## config.mk

```make
export PLATFORM = sky130hd
export DESIGN_NAME = modport_mem_flat
export DESIGN_NICKNAME = d
export VERILOG_FILES = /design/src/rtl/modport_mem_pkg.sv /design/src/rtl/modport_mem_if.sv /design/src/rtl/modport_mem_array.sv /design/src/rtl/modport_mem.sv /design/src/flat_wrapper.sv
export SDC_FILE = /design/constraint.sdc
export NUM_CORES = 1
export LEC_CHECK = 0
export ABC_AREA = 1
export ABC_CLOCK_PERIOD_IN_PS = 1800
export CELL_PAD_IN_SITES_DETAIL_PLACEMENT = 1
export CELL_PAD_IN_SITES_GLOBAL_PLACEMENT = 2
export CORE_MARGIN = 2
export CORE_UTILIZATION = 30
export CTS_CLUSTER_SIZE = 20
export DETAILED_ROUTE_END_ITERATION = 7
export PLACE_DENSITY_LB_ADDON = 0.1
export SKIP_CTS_REPAIR_TIMING = 1
export SYNTH_ARGS = -nofsm -noshare
export SYNTH_HDL_FRONTEND = slang
export SYNTH_HIERARCHICAL = 1
export SYNTH_SLANG_ARGS = --single-unit
```

## constraint.sdc

```tcl
create_clock -name clk -period 1.8 [get_ports clk]
set_clock_uncertainty 0.2 [all_clocks]
set_input_delay 0.27 -clock clk [delete_from_list [all_inputs] [get_ports clk]]
set_output_delay 0.27 -clock clk [all_outputs]
set_load 0.005 [all_outputs]
```

## src/rtl/modport_mem_pkg.sv

```systemverilog
// Shared defaults and word/address types for the small synchronous register-file memory.
package modport_mem_pkg;

  localparam int DEF_ADDR_WIDTH = 2;
  localparam int DEF_DATA_WIDTH = 8;
  localparam int DEF_DEPTH      = 2 ** DEF_ADDR_WIDTH;
  localparam logic [DEF_DATA_WIDTH-1:0] DEF_RESET_VALUE = 8'hFF;

  typedef logic [DEF_ADDR_WIDTH-1:0] addr_t;
  typedef logic [DEF_DATA_WIDTH-1:0] word_t;

endpackage

```

## src/rtl/modport_mem_if.sv

```systemverilog
// Single-port memory bus: one shared address, independent write and read enables.
interface modport_mem_if
  import modport_mem_pkg::*;
#(
  parameter int ADDR_WIDTH = DEF_ADDR_WIDTH,
  parameter int DATA_WIDTH = DEF_DATA_WIDTH
);

  logic [ADDR_WIDTH-1:0] addr;
  logic                  wr_en;
  logic                  rd_en;
  logic [DATA_WIDTH-1:0] wdata;
  logic [DATA_WIDTH-1:0] rdata;

  modport master (
    output addr,
    output wr_en,
    output rd_en,
    output wdata,
    input  rdata
  );

  modport slave (
    input  addr,
    input  wr_en,
    input  rd_en,
    input  wdata,
    output rdata
  );

endinterface

```

## src/rtl/modport_mem_array.sv

```systemverilog
// Storage array with its write port; the word at addr is presented combinationally
// so the parent can register it on the same edge that may also overwrite it.
module modport_mem_array
  import modport_mem_pkg::*;
#(
  parameter int ADDR_WIDTH = DEF_ADDR_WIDTH,
  parameter int DATA_WIDTH = DEF_DATA_WIDTH,
  parameter logic [DATA_WIDTH-1:0] RESET_VALUE = DEF_RESET_VALUE
) (
  input  logic                  clk,
  input  logic                  reset,
  input  logic                  wr_en,
  input  logic [ADDR_WIDTH-1:0] addr,
  input  logic [DATA_WIDTH-1:0] wdata,
  output logic [DATA_WIDTH-1:0] word
);

  localparam int DEPTH = 2 ** ADDR_WIDTH;

  logic [DATA_WIDTH-1:0] mem [DEPTH];

  // Reset wins over a coincident write, so a write issued during reset is dropped.
  always_ff @(posedge clk) begin
    if (!reset) begin
      for (int i = 0; i < DEPTH; i++) begin
        mem[i] <= RESET_VALUE;
      end
    end else if (wr_en) begin
      mem[addr] <= wdata;
    end
  end

  assign word = mem[addr];

endmodule

```

## src/rtl/modport_mem.sv

```systemverilog
// Top of the memory: the array plus the registered read port and reset sequencing.
module modport_mem
  import modport_mem_pkg::*;
#(
  parameter int ADDR_WIDTH = DEF_ADDR_WIDTH,
  parameter int DATA_WIDTH = DEF_DATA_WIDTH,
  parameter logic [DATA_WIDTH-1:0] RESET_VALUE = DEF_RESET_VALUE
) (
  input  logic         clk,
  input  logic         reset,
  modport_mem_if.slave bus
);

  logic [DATA_WIDTH-1:0] word;
  logic [DATA_WIDTH-1:0] rdata_q;

  modport_mem_array #(
    .ADDR_WIDTH  (ADDR_WIDTH),
    .DATA_WIDTH  (DATA_WIDTH),
    .RESET_VALUE (RESET_VALUE)
  ) u_array (
    .clk   (clk),
    .reset (reset),
    .wr_en (bus.wr_en),
    .addr  (bus.addr),
    .wdata (bus.wdata),
    .word  (word)
  );

  // word still holds the pre-write value at this edge, giving read-before-write.
  always_ff @(posedge clk) begin
    if (!reset) begin
      rdata_q <= '0;
    end else if (bus.rd_en) begin
      rdata_q <= word;
    end
  end

  assign bus.rdata = rdata_q;

endmodule

```

## src/flat_wrapper.sv

```systemverilog
// flat-port wrapper written by rule: the top's interface ports become plain ports
module modport_mem_flat import modport_mem_pkg::*;
#(
  parameter int ADDR_WIDTH = DEF_ADDR_WIDTH,
  parameter int DATA_WIDTH = DEF_DATA_WIDTH,
  parameter logic [DATA_WIDTH-1:0] RESET_VALUE = DEF_RESET_VALUE
)
  (clk, reset, bus_addr, bus_wr_en, bus_rd_en, bus_wdata, bus_rdata);
  modport_mem_if #(.ADDR_WIDTH(ADDR_WIDTH), .DATA_WIDTH(DATA_WIDTH)) bus_i ();
  input  logic clk;
  input  logic reset;
  input wire logic [$bits(bus_i.addr)-1:0] bus_addr;
  input wire logic [$bits(bus_i.wr_en)-1:0] bus_wr_en;
  input wire logic [$bits(bus_i.rd_en)-1:0] bus_rd_en;
  input wire logic [$bits(bus_i.wdata)-1:0] bus_wdata;
  output wire logic [$bits(bus_i.rdata)-1:0] bus_rdata;
  assign bus_i.addr = bus_addr;
  assign bus_i.wr_en = bus_wr_en;
  assign bus_i.rd_en = bus_rd_en;
  assign bus_i.wdata = bus_wdata;
  assign bus_rdata = bus_i.rdata;
  modport_mem #(.ADDR_WIDTH(ADDR_WIDTH), .DATA_WIDTH(DATA_WIDTH), .RESET_VALUE(RESET_VALUE)) u_core (.clk(clk), .reset(reset), .bus(bus_i));
endmodule
```

==> results.cfg, run 1 <==
[synthesis]
ys_seq_elements = 40
synth_top_area_share_pct = 48.36
synth_nets = 246
yosys_warnings = 6
yosysTopAreaCell = edfxtp_1
synth.avg_cell_area_um2 = 8.564
ys_top_cells_by_area = edfxtp_1 (48%), nand2_1 (14%), inv_1 (9.3%), dfxtp_1 (8.1%), nand3_1 (8.1%)
synth_cells = 232
yosysUniqueCellTypes = 17
ys_seq_area_share_pct = 56.42
synth_area_um2 = 1987

[finish]
drive_above_1_share_pct = 12.96
diodes = 0
design_area_um2 = 2465
area_growth_pct = 24.06
nets = 283

[critical_path]
cp_num_buf_inv = 4
crit_path_top_delay_cell = clkdlybuf4s50_1
worstPathRequired_ps = 1800
r2r_cells = 8
cp_max_fo = 9
cp-end-kind = register
max_stage_delay_ps = 640
cp_common_cell = nand2_1
cp_cell_sequence = clkdlybuf4s50_1 -> buf_4 -> inv_2 -> nand3_1 -> nand2_1 -> inv_1 -> nand2_2 -> nand2_1 -> nor2_1
r2r-start = u_core/u_array/mem[0][6]
cp_top_family = buffers and inverters
path_class = in2reg
startpoint_type = input pin
reg2reg_to = u_core/bus.rdata[6]
crit_arrival_ps = 1590
regToRegSetupSlack_ps = 650

[routing]
ant_nets = 0
drtPass1Iterations = 4
wire_per_inst_um = 13.22
drc = 0
wirelength_mm = 4.586
vias_per_cell = 4.184
num_vias = 1452
first_iter_violations = 54

[global_routing]
grt_max_degree = 17
use_met2_pct = 22.16
grt_use_total_pct = 14.26
grt_use_met1_pct = 19.80
antenna_found_initial = 0
grt_pass1_wl_mm = 7.900
grt-busiest-layer = met2
grt_util_met3_pct = 3.016
grt_pass1_vias = 1548
grt_overflow = 0

[worst_hold_path]
min_from = u_core/bus.rdata[3]
hold_path_depth = 2
hold_path.class = reg2reg
worstHoldEndpoint = u_core/bus.rdata[3]

[clock_network]
cts_tree = done
cts.sinks = 40
cts_root_buf = clkbuf_8
clk_latency_ps = 300
cts.path.max_buffers = 2
path_clk_slew_ps = 80
cts_buffers = 5
htree_levels = 2

[floorplan]
die_w_um = 85.38
design.portCount = 22
core_area_um2 = 6386
die_h_um = 85.38
rows = 29
dieArea_um2 = 7290
initial_core_util_pct = 31.11

[place]
place_area_um2 = 2350
portBuffers = 21
gp_congestion = 0.7004
post-dp-hpwl_mm = 3.487

[sta]
max_freq_mhz = 627.7
slew_violations = 0
period_share_pct = 88.50
min_period_ps = 1593
grt_setup_unrepaired = false
worstMarginPinSlew_ps = 340.2
final-setup-viol-count = 0
slew_headroom_pct = 77.27
hold_violations = 0

[power]
vdd_drop_max_mv = 0.2975
p_leak_nw = 1.164
power_density_nw_per_um2 = 868.3
total_power_w = 0.002140

[run_status]
outcome = completed

[flow_run]
maxCapViolations = 0
[power breakdown]
part,internal (W),switching (W)
registers,0.00107,0.0000216
logic,0.000130,0.000163
clock network,0.000418,0.000341
[Yosys cell counts, drive strengths merged]
cell type,number
nand2,79
inv,51
nand3,33
edfxtp,32
nor2,18
buf,10
dfxtp,8
o21ai,1
[through the flow]
step,instances,TNS (ps),hold slack (ps),worst slack [ps],utilization (%)
2_1_floorplan,232,0,260.8,215.0,-
3_3_place_gp,339,-2799,256.0,-99.48,36.79
3_5_place_dp,339,-3060,263.3,-134.8,36.79
4_1_cts,347,0,275.1,190.1,38.60
5_1_grt,347,0,312.2,78.44,38.60
6_report,347,0,270.7,207.0,38.60
[placed cells by master, fill, tap and decap left out]
master and instances:
nand2_4 1, buf_12 1, nand2_2 2, bufinv_16 1, nor2_8 1, clkbuf_8 5
nor2_4 1, dfxtp_1 8, clkinvlp_4 1, nand3_2 1, edfxtp_1 32, o21ai_1 1
nand2_1 76, inv_2 2, nor2_1 16, inv_1 49, buf_4 18, inv_6 1
clkdlybuf4s50_1 21, nand3_1 32
[tightest hold or removal path, stage by stage, from the launching register on]
cell,delay [ps]
dfxtp_1,310
nor2_1,80
nor2_1,50
[state kept, by name (all words and copies together), names as in the netlist]
name                cells
u_core/bus.rdata        8
u_core/u_array/mem     32
[cell type report]
cell class,count,area (µm²)
Clock buffer,5,68.82
Clock inverter,3,46.29
Fill cell,780,3921
Inverter,51,191.4
Multi-Input combinational cell,131,575.6
Sequential cell,40,1121
Tap cell,77,96.34
Timing Repair Buffer,40,365.4
[worst max-delay path by stage]
stage | depth (start not counted) | slack (ps) | start | endpoint
2_1_floorplan | 4 | 210 | bus_addr[0] | u_core/u_array/mem[2][0]
3_3_place_gp | 5 | -100 | bus_addr[1] | u_core/u_array/mem[2][3]
3_5_place_dp | 9 | -130 | bus_addr[1] | u_core/bus.rdata[6]
4_1_cts | 9 | 190 | bus_addr[1] | u_core/bus.rdata[6]
5_1_grt | 9 | 80 | bus_addr[1] | u_core/bus.rdata[6]
6_report | 9 | 210 | bus_addr[1] | u_core/bus.rdata[6]
[per-layer routing]
metal	up-vias	wire, µm
li1	778	-
met1	651	2291
met2	19	2119
met3	4	129
met4	0	45
met5	-	0
[cells by family after synthesis]
group | count (synthesis) | share of synthesized area (%)
flip-flops | 40 | 56.42
buffers and inverters | 61 | 14.61
AO/OA/AOI/OAI | 1 | 0.2516
AND/OR/NAND/NOR | 130 | 28.72
Power figures use the tool's default switching activity.
==> inputs of run 2 (changes only) <==
--- a/config.mk
+++ b/config.mk
@@ -13,6 +13,8 @@
 export CORE_UTILIZATION = 30
 export CTS_CLUSTER_SIZE = 20
 export DETAILED_ROUTE_END_ITERATION = 7
+export GPL_ROUTABILITY_DRIVEN = 0
+export GPL_TIMING_DRIVEN = 1
 export PLACE_DENSITY_LB_ADDON = 0.1
 export SKIP_CTS_REPAIR_TIMING = 1
 export SYNTH_ARGS = -nofsm -noshare
==> results of run 2 <==
Final layout, timing and power as in run 1 (identical DEF).
